File: config.mk
export PLATFORM = sky130hd
export DESIGN_NAME = text_buffer_ctrl
export DESIGN_NICKNAME = d
export VERILOG_FILES = /design/src/rtl/text_pkg.sv /design/src/rtl/text_store.sv /design/src/rtl/text_buffer_ctrl.sv
export SDC_FILE = /design/constraint.sdc
export NUM_CORES = 1
export LEC_CHECK = 0
export CAP_MARGIN = 20
export CELL_PAD_IN_SITES_DETAIL_PLACEMENT = 2
export CELL_PAD_IN_SITES_GLOBAL_PLACEMENT = 2
export CORE_ASPECT_RATIO = 1.1
export CORE_MARGIN = 2
export CORE_UTILIZATION = 41
export CTS_BUF_LIST = sky130_fd_sc_hd__clkbuf_8
export CTS_CLUSTER_SIZE = 24
export DETAILED_ROUTE_END_ITERATION = 8
export PLACE_DENSITY = 0.86
export SYNTH_ARGS = -nofsm -noshare
export SYNTH_HDL_FRONTEND = slang
export SYNTH_SLANG_ARGS = --single-unit
File: constraint.sdc
create_clock -name clk -period 3.85 [get_ports clk]
set_clock_uncertainty 0.05 [all_clocks]
set_input_delay 0.77 -clock clk [delete_from_list [all_inputs] [get_ports clk]]
set_output_delay 0.77 -clock clk [all_outputs]
set_load 0.01 [all_outputs]
File: src/rtl/text_pkg.sv
// Shared encodings for the single-line text buffer: key commands, glyph constants
// and the controller FSM states.
package text_pkg;

  typedef enum logic [1:0] {
    CMD_WRITE     = 2'b00,
    CMD_BACKSPACE = 2'b01,
    CMD_CLEAR     = 2'b10,
    CMD_HOME      = 2'b11
  } key_cmd_t;

  typedef enum logic {
    ST_CLEAR = 1'b0,
    ST_IDLE  = 1'b1
  } state_t;

  // Wide constants; users cast them down to their glyph width.
  localparam logic [31:0] BLANK_GLYPH  = '0;
  localparam logic [31:0] CURSOR_GLYPH = '1;

endpackage

File: src/rtl/text_store.sv
// COLS x CHAR_W single-port synchronous glyph RAM: one read or one write per cycle,
// registered read data that holds when no read is issued.
module text_store #(
  parameter int COLS   = 16,
  parameter int CHAR_W = 4
) (
  input  logic                     clk,
  input  logic                     reset,
  input  logic                     rd_en,
  input  logic                     wr_en,
  input  logic [$clog2(COLS)-1:0]  addr,
  input  logic [CHAR_W-1:0]        wdata,
  output logic [CHAR_W-1:0]        q
);

  logic [CHAR_W-1:0] mem [COLS];

  always_ff @(posedge clk) begin
    if (wr_en) mem[addr] <= wdata;
  end

  // Only the read register is reset; the array is cleared by the parent's CLEAR walk.
  always_ff @(posedge clk) begin
    if (reset)      q <= '0;
    else if (rd_en) q <= mem[addr];
  end

endmodule

File: src/rtl/text_buffer_ctrl.sv
// Text buffer controller: key command slot, cursor/count tracking and read-priority
// arbitration of the glyph store. Optional cursor blink under macro CURSOR_BLINK_EN.
module text_buffer_ctrl
  import text_pkg::*;
#(
  parameter int COLS       = 16,
  parameter int CHAR_W     = 4,
  parameter int BLINK_LOG2 = 24
) (
  input  logic                      clk,
  input  logic                      reset,
  input  logic                      key_valid,
  input  logic [1:0]                key_cmd,
  input  logic [CHAR_W-1:0]         key_code,
  output logic                      key_ready,
  input  logic                      rd_req,
  input  logic [$clog2(COLS)-1:0]   rd_col,
  output logic                      rd_valid,
  output logic [CHAR_W-1:0]         rd_char,
  output logic [$clog2(COLS)-1:0]   cursor,
  output logic [$clog2(COLS):0]     count,
  output logic                      busy
);

  localparam int AW = $clog2(COLS);
  localparam logic [AW:0] FULL = (AW+1)'(COLS);

  state_t            state, state_nxt;
  logic [AW-1:0]     clr_addr, clr_addr_nxt;
  logic [AW-1:0]     cursor_nxt;
  logic [AW:0]       count_nxt;

  logic              pend_vld;
  key_cmd_t          pend_cmd;
  logic [CHAR_W-1:0] pend_code;
  logic              pend_free;
  logic              key_xfer;

  logic              st_we;
  logic [AW-1:0]     st_waddr;
  logic [AW-1:0]     st_addr;
  logic [CHAR_W-1:0] st_wdata;
  logic [CHAR_W-1:0] st_q;

  assign key_ready = !pend_vld && (state == ST_IDLE);
  assign key_xfer  = key_valid && key_ready;
  assign busy      = (state == ST_CLEAR);

  // Reads own the port; any update only proceeds on a cycle with rd_req low.
  always_comb begin
    state_nxt    = state;
    clr_addr_nxt = clr_addr;
    cursor_nxt   = cursor;
    count_nxt    = count;
    pend_free    = 1'b0;
    st_we        = 1'b0;
    st_waddr     = clr_addr;
    st_wdata     = CHAR_W'(BLANK_GLYPH);
    case (state)
      ST_CLEAR: begin
        if (!rd_req) begin
          st_we        = 1'b1;
          clr_addr_nxt = clr_addr + AW'(1);
          if (clr_addr == AW'(COLS - 1)) state_nxt = ST_IDLE;
        end
      end
      ST_IDLE: begin
        if (pend_vld && !rd_req) begin
          pend_free = 1'b1;
          case (pend_cmd)
            CMD_WRITE: begin
              st_we      = 1'b1;
              st_waddr   = cursor;
              st_wdata   = pend_code;
              cursor_nxt = cursor + AW'(1);
              count_nxt  = (count == FULL) ? count : count + (AW+1)'(1);
            end
            CMD_BACKSPACE: begin
              if (cursor != '0) begin
                st_we      = 1'b1;
                st_waddr   = cursor - AW'(1);
                cursor_nxt = cursor - AW'(1);
                count_nxt  = (count == '0) ? count : count - (AW+1)'(1);
              end
            end
            CMD_CLEAR: begin
              cursor_nxt   = '0;
              count_nxt    = '0;
              clr_addr_nxt = '0;
              state_nxt    = ST_CLEAR;
            end
            CMD_HOME: cursor_nxt = '0;
            default: ;
          endcase
        end
      end
      default: state_nxt = ST_CLEAR;
    endcase
  end

  assign st_addr = rd_req ? rd_col : st_waddr;

  always_ff @(posedge clk) begin
    if (reset) begin
      state    <= ST_CLEAR;
      clr_addr <= '0;
      cursor   <= '0;
      count    <= '0;
      pend_vld <= 1'b0;
      rd_valid <= 1'b0;
    end else begin
      state    <= state_nxt;
      clr_addr <= clr_addr_nxt;
      cursor   <= cursor_nxt;
      count    <= count_nxt;
      rd_valid <= rd_req;
      if (pend_free)     pend_vld <= 1'b0;
      else if (key_xfer) pend_vld <= 1'b1;
    end
  end

  always_ff @(posedge clk) begin
    if (key_xfer) begin
      pend_cmd  <= key_cmd_t'(key_cmd);
      pend_code <= key_code;
    end
  end

  text_store #(
    .COLS   (COLS),
    .CHAR_W (CHAR_W)
  ) u_store (
    .clk   (clk),
    .reset (reset),
    .rd_en (rd_req),
    .wr_en (st_we),
    .addr  (st_addr),
    .wdata (st_wdata),
    .q     (st_q)
  );

`ifdef CURSOR_BLINK_EN
  logic [BLINK_LOG2:0] blink_cnt;
  logic                blink_hit_p1;

  // The overlay decision is captured with the read so it stays aligned with rd_char.
  always_ff @(posedge clk) begin
    if (reset) begin
      blink_cnt    <= '0;
      blink_hit_p1 <= 1'b0;
    end else begin
      blink_cnt <= blink_cnt + (BLINK_LOG2+1)'(1);
      if (rd_req)
        blink_hit_p1 <= blink_cnt[BLINK_LOG2] && (state == ST_IDLE) && (rd_col == cursor);
    end
  end

  assign rd_char = blink_hit_p1 ? CHAR_W'(CURSOR_GLYPH) : st_q;
`else
  logic blink_cfg_unused;
  assign blink_cfg_unused = (BLINK_LOG2 > 0);
  assign rd_char = st_q;
`endif

endmodule

==> flow_summary.json <==
{
  "status": "finished, final reports clean",
  "mostFrequentLayoutCell": "edfxtp_1",
  "viasPerCell": 5.92,
  "yosysWarningCount": 0,
  "hpwl_mm": 8.74,
  "finalSetupViolations": 0,
  "rows": 38,
  "grt_usage_pct": 22.8,
  "die_h_um": 111,
  "p_seq_share_pct": 56.5,
  "post-route-period-util_pct": 85.8,
  "period_minus_slack_ns": 3.30,
  "postLayoutCellArea_mm2": 0.00483,
  "grt_pass1_wl_mm": 19.5,
  "post-cts-setup-buffers": 0,
  "antenna_found_initial": 0,
  "holdBufCountCts": 0,
  "clock-root-buffer": "clkbuf_8",
  "first_global_vias": 3368,
  "synth_edf_count": 70,
  "cts_sinks": 90,
  "die-area_mm2": 0.0112,
  "drive_gt1_share_pct": 8.79,
  "clk_pin_slew_ns": 0.08,
  "placeableCoreArea_mm2": 0.00998,
  "p_leak_nw": 1.75,
  "yosysUniqueCellTypes": 59,
  "yosysSeqAreaShare_pct": 58.9,
  "hp-start": "clr_addr[1]",
  "hold_path_class": "flop to flop",
  "tightest_slew_ns": 0.843,
  "htree_levels": 3,
  "postSynth.asyncResetShare_pct": 0,
  "gp_congestion": 0.783,
  "drv_cap": 0,
  "cts_buffer_depth": 2,
  "ant_nets": 0,
  "startpoint": "rd_req",
  "cts_tree": "yes",
  "cts.repair.resized": 0,
  "setup-tns-final_ns": 0,
  "final-max-slew-violation-count": 0,
  "ys.flop_type": "edfxtp_1",
  "cts_made_buffers": 9,
  "netlist_area_mm2": 0.00425,
  "syn_inst": 363,
  "p_switching_mw": 0.458,
  "area_growth_pct": 13.6,
  "cp.arrival_ns": 3.25,
  "die_w_um": 101,
  "final_cell_mix": "edfxtp_1 (70), nor2_1 (52), clkdlybuf4s50_1 (29)",
  "ys_ff_latch": 90,
  "grt_start_max_net_pins": 25,
  "start_util_pct": 42.6,
  "wl_mm": 12.1,
  "cp-start-kind": "input port",
  "relSlewSlack_pct": 43.6,
  "nFillCells": 998,
  "drcViolationCount": 0,
  "rsz0062_at_grt": "no",
  "clkPwrFrac_pct": 34.7,
  "nNetsFinal": 415,
  "port_buffers": 29,
  "drt_iter0_markers": 187,
  "clock_latency_ns": 0.37,
  "r2r_start": "cursor[0]",
  "num_vias": 3068,
  "syn_nets": 385,
  "ios": 30,
  "swShare_pct": 24.5,
  "placed_area_mm2": 0.00464,
  "end_kind": "flop",
  "wl_per_cell_um": 23.3,
  "avgSynthCellArea_um2": 11.7,
  "grt_overflow_total": 0,
  "ir_drop_uv": 235,
  "n_antenna_cell": 0,
  "hold_viol": 0,
  "crit_required_ns": 3.80,
  "critPathMaxFanout": 8,
  "power_density_mw_per_mm2": 386,
  "power_frac_comb_pct": 8.9,
  "crit_type": "input port to flop",
  "timing.fmax_ghz": 0.303,
  "drt_pass1_iterations": 4,
  "intPower_mw": 1.41
}
[power groups by stage]
stage | sequential (mW) | combinational (mW) | clock, mW
6_report | 1.05 | 0.165 | 0.646
5_1_grt | 1.06 | 0.180 | 0.699
4_1_cts | 1.05 | 0.166 | 0.666
3_5_place_dp | 1.08 | 0.165 | 0
3_3_place_gp | 1.07 | 0.157 | 0
2_1_floorplan | 1.08 | 0.106 | 0
[worst paths after layout]
| check | cells after the start | end | slack (ns) |
|---|---|---|---|
| setup / recovery | 8 | u_store.mem[14][0] | 0.55 |
| setup reg to reg | 8 | u_store.mem[12][1] | 0.61 |
| hold / removal | 2 | clr_addr[1] | 0.51 |
| hold reg to reg | 2 | clr_addr[1] | 0.51 |
[synth_stat cells, types with 2 or more instances]
master | number | share of area [%]
edfxtp_1 | 70 | 49
nor2_1 | 52 | 4.6
nand2_1 | 26 | 2.3
a21oi_1 | 20 | 2.4
dfxtp_1 | 20 | 9.4
o21ai_0 | 14 | 1.6
mux2i_1 | 12 | 2.8
nor3_1 | 12 | 1.4
a22oi_1 | 8 | 1.4
buf_2 | 8 | 0.94
a211oi_1 | 7 | 1.2
ha_1 | 7 | 2.1
nand2b_1 | 7 | 1.0
and3_1 | 6 | 0.88
nand3_1 | 6 | 0.71
a221o_1 | 5 | 1.2
inv_1 | 5 | 0.44
o21ai_1 | 5 | 0.59
a221oi_1 | 4 | 0.82
a31oi_1 | 4 | 0.59
a41oi_2 | 4 | 1.5
buf_6 | 4 | 1.1
o21bai_1 | 4 | 0.71
o31a_1 | 4 | 0.82
xnor2_1 | 4 | 0.82
a21o_1 | 3 | 0.53
clkbuf_1 | 3 | 0.26
nor2b_1 | 3 | 0.44
o211ai_1 | 3 | 0.53
and2_1 | 2 | 0.29
buf_4 | 2 | 0.35
nand3b_1 | 2 | 0.35
[logic make-up after synthesis]
family / synth area share [%]
AO/OA/AOI/OAI: 15.8
XOR/XNOR: 1.03
adder cells (fa/ha/maj): 2.53
buffers and inverters: 3.15
flip-flops: 58.9
multiplexers: 2.83
AND/OR/NAND/NOR: 15.7
[registers in the layout (all words and copies together) (netlist names)]
| name | count |
|---|---|
| pend_cmd | 2 |
| pend_code | 4 |
| pend_vld | 1 |
| u_store.mem | 64 |
| state | 1 |
| cursor | 4 |
| u_store.q | 4 |
| count | 5 |
| clr_addr | 4 |
| rd_valid | 1 |
[final cells by class]
cell class                      count  area [um^2]  share of cell area (%)
Clock buffer                        9          124                    2.56
Sequential cell                    90         2500                    51.8
Inverter                            5         18.8                   0.389
Clock inverter                      7         70.1                    1.45
Timing Repair Buffer               37          350                    7.25
Tap cell                          120          150                    3.11
Multi-Input combinational cell    250         1610                    33.4
[critical path, stage by stage]
cell	delay, ns
clkdlybuf4s50_1	0.55
and4bb_2	0.42
nand2b_1	0.11
a22o_1	0.26
or2_1	0.32
inv_1	0.10
nand2_1	0.12
nor3_1	0.60
[layer usage]
metal	GRT usage [%]	up-vias	wire length (um)
li1	-	1430	-
met5	0	-	0
met4	6.04	0	151
met3	4.22	13	432
met2	37.2	62	6000
met1	31.2	1563	5490
[per-stage QoR]
stage               power (mW)  instances  hold WS (ns)  setup slack [ns]  util, %
detailed placement        1.24        502         0.496             0.173     46.4
finish                    1.87        518         0.510             0.546     48.4
global route              1.93        518         0.538             0.394     48.4
global placement          1.23        502         0.482             0.395     46.4
CTS                       1.89        518         0.504             0.544     48.4
floorplan                 1.18        363         0.437              1.05        -
Power figures use the tool's default switching activity.
==> patch 1: new RTL, same flow settings <==
`CHAR_W` is set to 4 in 2 places; all go to 6.
--- a/src/rtl/text_store.sv
+++ b/src/rtl/text_store.sv
@@ -3,5 +3,5 @@
 module text_store #(
   parameter int COLS   = 16,
-  parameter int CHAR_W = 4
+  parameter int CHAR_W = 6
 ) (
   input  logic                     clk,
--- a/src/rtl/text_buffer_ctrl.sv
+++ b/src/rtl/text_buffer_ctrl.sv
@@ -5,5 +5,5 @@
 #(
   parameter int COLS       = 16,
-  parameter int CHAR_W     = 4,
+  parameter int CHAR_W     = 6,
   parameter int BLINK_LOG2 = 24
 ) (
Interface: changed (resized key_code and rd_char); port bits go from 30 to 34. The function was not compared with the original's and may differ.
==> patch 1 against the original RTL <==
Register-to-register slack worse by 170 ps; final cell count is 38% higher; count of clock-buffer cells in the layout is 8 higher; setup slack worse by 100 ps; routed wire length is 59% higher; critical path depth is 2 higher; design area is 44% higher; sequential cell count is 36 higher; clock power is 120% higher; sequential power is 42% higher; die area is 35% higher; total power is 67% higher; synthesized area is 36% higher.
==> patch 1: results (changes against the original RTL) <==
| Metric | Value |
|---|---|
| Setup slack, reg-to-reg | `440 ps (was 610 ps)` |
| EDFF count, synth | `104 (was 70)` |
| Sequential-to-total area share from yosys stat | `61.5% (was 58.9%)` |
| Vias in the first global route | `4670 (was 3368)` |
| Clk root buf | `clkbuf_8 (unchanged)` |
| HPWL after detailed placement | `12700 µm (was 8740 µm)` |
| Max clock buf depth | `2 (unchanged)` |
| Slew @ Worst Pin | `1070 ps (was 843 ps)` |
| Post-DP Area | `0.00646 mm² (was 0.00464 mm²)` |
| RR Endpoint | `u_store.q[0]$_SDFFE_PP0P_ (was u_store.mem[12][1]$_DFFE_PP_)` |
| Gpl congestion | `0.842 (was 0.783)` |
| Unique masters post-synth | `74 (was 59)` |
| Port Buffers | `33 (was 29)` |
| Final #Nets | `538 (was 415)` |
| Layout cells sized above 1 | `16.3% (was 8.79%)` |
| Outcome | `completed (unchanged)` |
| Fin cells | `715 (was 518)` |
| Worst VDD drop | `0.394 mV (was 0.235 mV)` |
| Num CTS Buffers | `17 (was 9)` |
| Compound-Gate Fraction of Synth Area | `17.1% (was 15.8%)` |
| Placed Cells | `683 (was 502)` |
| Fill count | `1364 (was 998)` |
| Sw Pwr | `0.000762 W (was 0.000458 W)` |
| Mean Syn Cell Area | `12.8 µm² (was 11.7 µm²)` |
| Pleak | `2.40 nW (was 1.75 nW)` |
| Ranking of synthesized cells by area | `edfxtp_1 (54%), dfxtp_1 (7.6%), nor2_1 (2.5%) (was edfxtp_1 (49%), dfxtp_1 (9.4%), nor2_1 (4.6%))` |
| CP Max Fanout | `23 (was 8)` |
| Total number of vias | `4332 (was 3068)` |
| Post-synthesis xor/xnor area fraction | `0.756% (was 1.03%)` |
| Worst setup path endpoint | `u_store.q[0]$_SDFFE_PP0P_ (was u_store.mem[14][0]$_DFFE_PP_)` |
| Top post-synthesis cells by count | `edfxtp_1 (104), nor2_1 (39), nand2_1 (27) (was edfxtp_1 (70), nor2_1 (52), nand2_1 (26))` |
| CP startpoint kind | `register (was input pin)` |
| DR pass1 iterations | `5 (was 4)` |
| H-tree depth | `4 (was 3)` |
| First-pass GRT wire length | `29700 µm (was 19500 µm)` |
| GRT Util Overall | `26.9% (was 22.8%)` |
| DRT iter0 DRCs | `354 (was 187)` |
| Worst Reg-to-Reg Cells | `10 (was 8)` |
| Syn_nets | `478 (was 385)` |
| Clock Latency Late Sink | `470 ps (was 370 ps)` |
| Crit path DAT | `3700 ps (was 3250 ps)` |
| Post-synthesis adder-cell area fraction | `1.86% (was 2.53%)` |
| Post-synthesis mux area share | `1.38% (was 2.83%)` |
| WL final | `19200 µm (was 12100 µm)` |
| Tightest Hold Check Type | `register to register (unchanged)` |
## patch 1: cell families (layout without fill, tap and decap cells)
kind of cell	Yosys count	count (layout)
compound gates	127	127
simple gates	149	149
mux	7	7
xor+xnor	5	5
buf+inv	32	105
fa+ha+maj	8	8
flops	126	126
## patch 1: worst min-delay path by stage
stage,start,endpoint,slack [ps],cells after the start
3_5_place_dp,u_store.q[1]$_SDFFE_PP0P_,u_store.q[1]$_SDFFE_PP0P_,450,2
6_report,count[2]$_SDFFE_PP0P_,count[2]$_SDFFE_PP0P_,470,2
5_1_grt,u_store.q[0]$_SDFFE_PP0P_,u_store.q[0]$_SDFFE_PP0P_,510,2
4_1_cts,count[2]$_SDFFE_PP0P_,count[2]$_SDFFE_PP0P_,470,2
3_3_place_gp,u_store.q[5]$_SDFFE_PP0P_,u_store.q[5]$_SDFFE_PP0P_,430,2
2_1_floorplan,clr_addr[3]$_SDFFE_PP0P_,clr_addr[3]$_SDFFE_PP0P_,430,2
## patch 1: routing by layer
layer / vias to the layer above / global-route usage, % / share of wire (%)
met5: - / 0 / 0
met4: 0 / 10.9 / 3.2
met3: 40 / 5.67 / 4.7
met2: 158 / 46.9 / 52
met1: 2239 / 33.0 / 40
li1: 1895 / - / -
## patch 1: per-stage QoR
stage	worst slack [ps]	power, W	utilization (%)
2_1_floorplan	896	0.00164	-
3_3_place_gp	247	0.00173	46.9
3_5_place_dp	129	0.00174	46.9
4_1_cts	444	0.00312	50.2
5_1_grt	264	0.00319	50.2
6_report	445	0.00311	50.2
## patch 1: worst max-delay path, stage by stage, from the launching register on
cell and delay [ps]:
dfxtp_1 530, inv_1 140, ha_1 290, nor3b_4 200, o31a_1 320, o22ai_4 280, buf_4 330, o21a_1 450
a222oi_1 200, a2bb2oi_1 190, a311oi_1 280
## patch 1: power groups by stage
stage	Sequential, W	Combinational, W	Clock, W
floorplan	0.00152	0.000122	0
global placement	0.00152	0.000212	0
detailed placement	0.00152	0.000222	0
CTS	0.00149	0.000230	0.00140
global route	0.00149	0.000247	0.00145
finish	0.00149	0.000232	0.00139
## patch 1: layout make-up
cell class / instances / area [µm²] / area share [%]
flip-flops and latches: 126 / 3560 / 51.4
multi-input cells: 296 / 2060 / 29.7
repair buffers: 63 / 568 / 8.19
well taps: 188 / 235 / 3.39
clock buffers: 17 / 234 / 3.38
clock inverters: 15 / 234 / 3.38
inverters: 10 / 37.5 / 0.542
==> patch 2: new RTL, same flow settings <==
Made on the original files. Register the output `count` once more; this adds one clock of latency there. The other outputs are not delayed to match.
--- a/src/rtl/text_buffer_ctrl.sv
+++ b/src/rtl/text_buffer_ctrl.sv
@@ -26,4 +26,6 @@
   localparam logic [AW:0] FULL = (AW+1)'(COLS);
 
+  logic [$clog2(COLS):0] count_s0;
+
   state_t            state, state_nxt;
   logic [AW-1:0]     clr_addr, clr_addr_nxt;
@@ -52,5 +54,5 @@
     clr_addr_nxt = clr_addr;
     cursor_nxt   = cursor;
-    count_nxt    = count;
+    count_nxt    = count_s0;
     pend_free    = 1'b0;
     st_we        = 1'b0;
@@ -74,5 +76,5 @@
               st_wdata   = pend_code;
               cursor_nxt = cursor + AW'(1);
-              count_nxt  = (count == FULL) ? count : count + (AW+1)'(1);
+              count_nxt  = (count_s0 == FULL) ? count_s0 : count_s0 + (AW+1)'(1);
             end
             CMD_BACKSPACE: begin
@@ -81,5 +83,5 @@
                 st_waddr   = cursor - AW'(1);
                 cursor_nxt = cursor - AW'(1);
-                count_nxt  = (count == '0) ? count : count - (AW+1)'(1);
+                count_nxt  = (count_s0 == '0) ? count_s0 : count_s0 - (AW+1)'(1);
               end
             end
@@ -106,5 +108,5 @@
       clr_addr <= '0;
       cursor   <= '0;
-      count    <= '0;
+      count_s0 <= '0;
       pend_vld <= 1'b0;
       rd_valid <= 1'b0;
@@ -113,5 +115,5 @@
       clr_addr <= clr_addr_nxt;
       cursor   <= cursor_nxt;
-      count    <= count_nxt;
+      count_s0 <= count_nxt;
       rd_valid <= rd_req;
       if (pend_free)     pend_vld <= 1'b0;
@@ -163,4 +165,8 @@
 `endif
 
+  always_ff @(posedge clk) begin
+    count <= count_s0;
+  end
+
 endmodule
 
Formal check against the unedited RTL: no difference found for any inputs over 10 cycles, from zero or initial values and one cycle with reset high; that may be too few to reach the edited logic, so the function may still have changed.
==> patch 2 against the original RTL <==
Utilization up 0.55 points; global-route usage up 2.1 points; design area up 0.18%; synthesized area down 1.6%; hold slack worse by 150 ps; routed wire length up 5.5%; clock power up 18%; setup slack worse by 170 ps; critical path depth down 1; total power up 7.9%; sequential power up 6%; synthesized cell count down 10%; sequential cell count up 5; largest power group unchanged; highest routed layer unchanged.
==> patch 2: results (changes against the original RTL) <==
| Metric | Value |
|---|---|
| Outcome | `completed (unchanged)` |
| Crit path DAT | `3440 ps (was 3250 ps)` |
| CP max stage cell | `clkdlybuf4s50_1 (was nor3_1)` |
| Ranking of synthesized cells by area | `edfxtp_1 (50%), dfxtp_1 (12%), nor2_1 (4.0%) (was edfxtp_1 (49%), dfxtp_1 (9.4%), nor2_1 (4.6%))` |
| Slew @ Worst Pin | `830 ps (was 843 ps)` |
| Worst setup path endpoint | `u_store.mem[2][2]$_DFFE_PP_ (was u_store.mem[14][0]$_DFFE_PP_)` |
| Async SR Flop Fraction | `0% (unchanged)` |
| Worst Reg-to-Reg Cells | `9 (was 8)` |
| DRT iter0 DRCs | `174 (was 187)` |
| First-pass GRT wire length | `19800 µm (was 19500 µm)` |
| Syn_nets | `347 (was 385)` |
| GRT Util Overall | `24.9% (was 22.8%)` |
| RR Endpoint | `u_store.q[2]$_SDFFE_PP0P_ (was u_store.mem[12][1]$_DFFE_PP_)` |
| Unique masters post-synth | `53 (was 59)` |
| Met1 Use GR | `30.1% (was 31.2%)` |
| Vias in the first global route | `3240 (was 3368)` |
| Layout cells sized above 1 | `11.3% (was 8.79%)` |
| Total number of vias | `2857 (was 3068)` |
| Gpl congestion | `0.779 (was 0.783)` |
| Biggest regs | `u_store.mem (64), count (5), count_s0 (5) (was u_store.mem (64), count (5))` |
| Setup slack, reg-to-reg | `430 ps (was 610 ps)` |
| Worst VDD drop | `0.230 mV (was 0.235 mV)` |
| GR Util met2 | `44.7% (was 37.2%)` |
| M3 GR Usage | `3.75% (was 4.22%)` |
| Hold Path Depth | `0 (was 2)` |
| Average routed wire per standard cell | `26.3 µm (was 23.3 µm)` |
| Fill count | `963 (was 998)` |
| HPWL after detailed placement | `8850 µm (was 8740 µm)` |
| Sequential-to-total area share from yosys stat | `62.2% (was 58.9%)` |
| Largest net degree at the start of global routing | `21 (was 25)` |
| Pleak | `1.63 nW (was 1.75 nW)` |
| CP Max Fanout | `20 (was 8)` |
| Final #Nets | `381 (was 415)` |
| Top post-synthesis cells by count | `edfxtp_1 (70), nor2_1 (45), dfxtp_1 (25) (was edfxtp_1 (70), nor2_1 (52), nand2_1 (26))` |
==> patch 2: cell count changes in the layout (fill, tap and decap cells not counted), moves of 6 or more <==
| cell | delta |
|---|---|
| nor3_1 | -7 |
| mux4_2 | +6 |
| o21ai_0 | -7 |
| mux2i_1 | -6 |
| nor2_1 | -7 |
| nor2b_1 | +13 |
==> patch 2: worst min-delay path by stage <==
stage | start | end | slack (ps)
after CTS | count_s0[3]$_SDFFE_PP0P_ | count[3]$_DFF_P_ | 360
after detailed placement | count_s0[3]$_SDFFE_PP0P_ | count[3]$_DFF_P_ | 350
final | count_s0[3]$_SDFFE_PP0P_ | count[3]$_DFF_P_ | 360
after global placement | count_s0[2]$_SDFFE_PP0P_ | count[2]$_DFF_P_ | 330
after floorplan | count_s0[3]$_SDFFE_PP0P_ | count[3]$_DFF_P_ | 310
after global routing | count_s0[3]$_SDFFE_PP0P_ | count[3]$_DFF_P_ | 370
==> patch 2: cell families after synthesis <==
kind of cell	count (synthesis)	synth area share (%)
and+or+nand+nor	116	14.2
DFF	95	62.2
AOI/OAI and AO/OA	62	10.3
buffers and inverters	19	2.18
muxes	18	7.00
adders and majority gates	8	2.57
xor gates and xnor gates	7	1.47
==> patch 2: cell type report <==
| class | instances | share of cell area [%] |
|---|---|---|
| clock buffers | 11 | 3.13 |
| clock inverters | 5 | 1.66 |
| inverters | 6 | 0.465 |
| multi-input cells | 211 | 30.8 |
| flip-flops and latches | 95 | 53.8 |
| well taps | 120 | 3.10 |
| repair buffers | 36 | 7.09 |
==> patch 2: metal layers <==
layer / vias up / wire length [µm]
met5: - / 0
met4: 0 / 320
met3: 26 / 335
met2: 72 / 6680
met1: 1472 / 5390
li1: 1287 / -
==> patch 2: metrics by stage <==
stage	cell area (µm²)	setup WS (ps)	hold slack (ps)	cells	util, %
finish	4840	377	356	484	48.9
global route	4840	162	367	484	48.9
global placement	4610	260	334	468	46.6
floorplan	4180	1040	313	325	-
detailed placement	4610	45.0	346	468	46.6
CTS	4840	408	359	484	48.9
==> patch 2: power by group <==
part / total [W] / switching (W) / internal, W / leakage, nW
Sequential: 0.00111 / 0.00000891 / 0.00110 / 0.769
Combinational: 0.000142 / 0.0000796 / 0.0000627 / 0.742
Clock: 0.000760 / 0.000357 / 0.000403 / 0.123
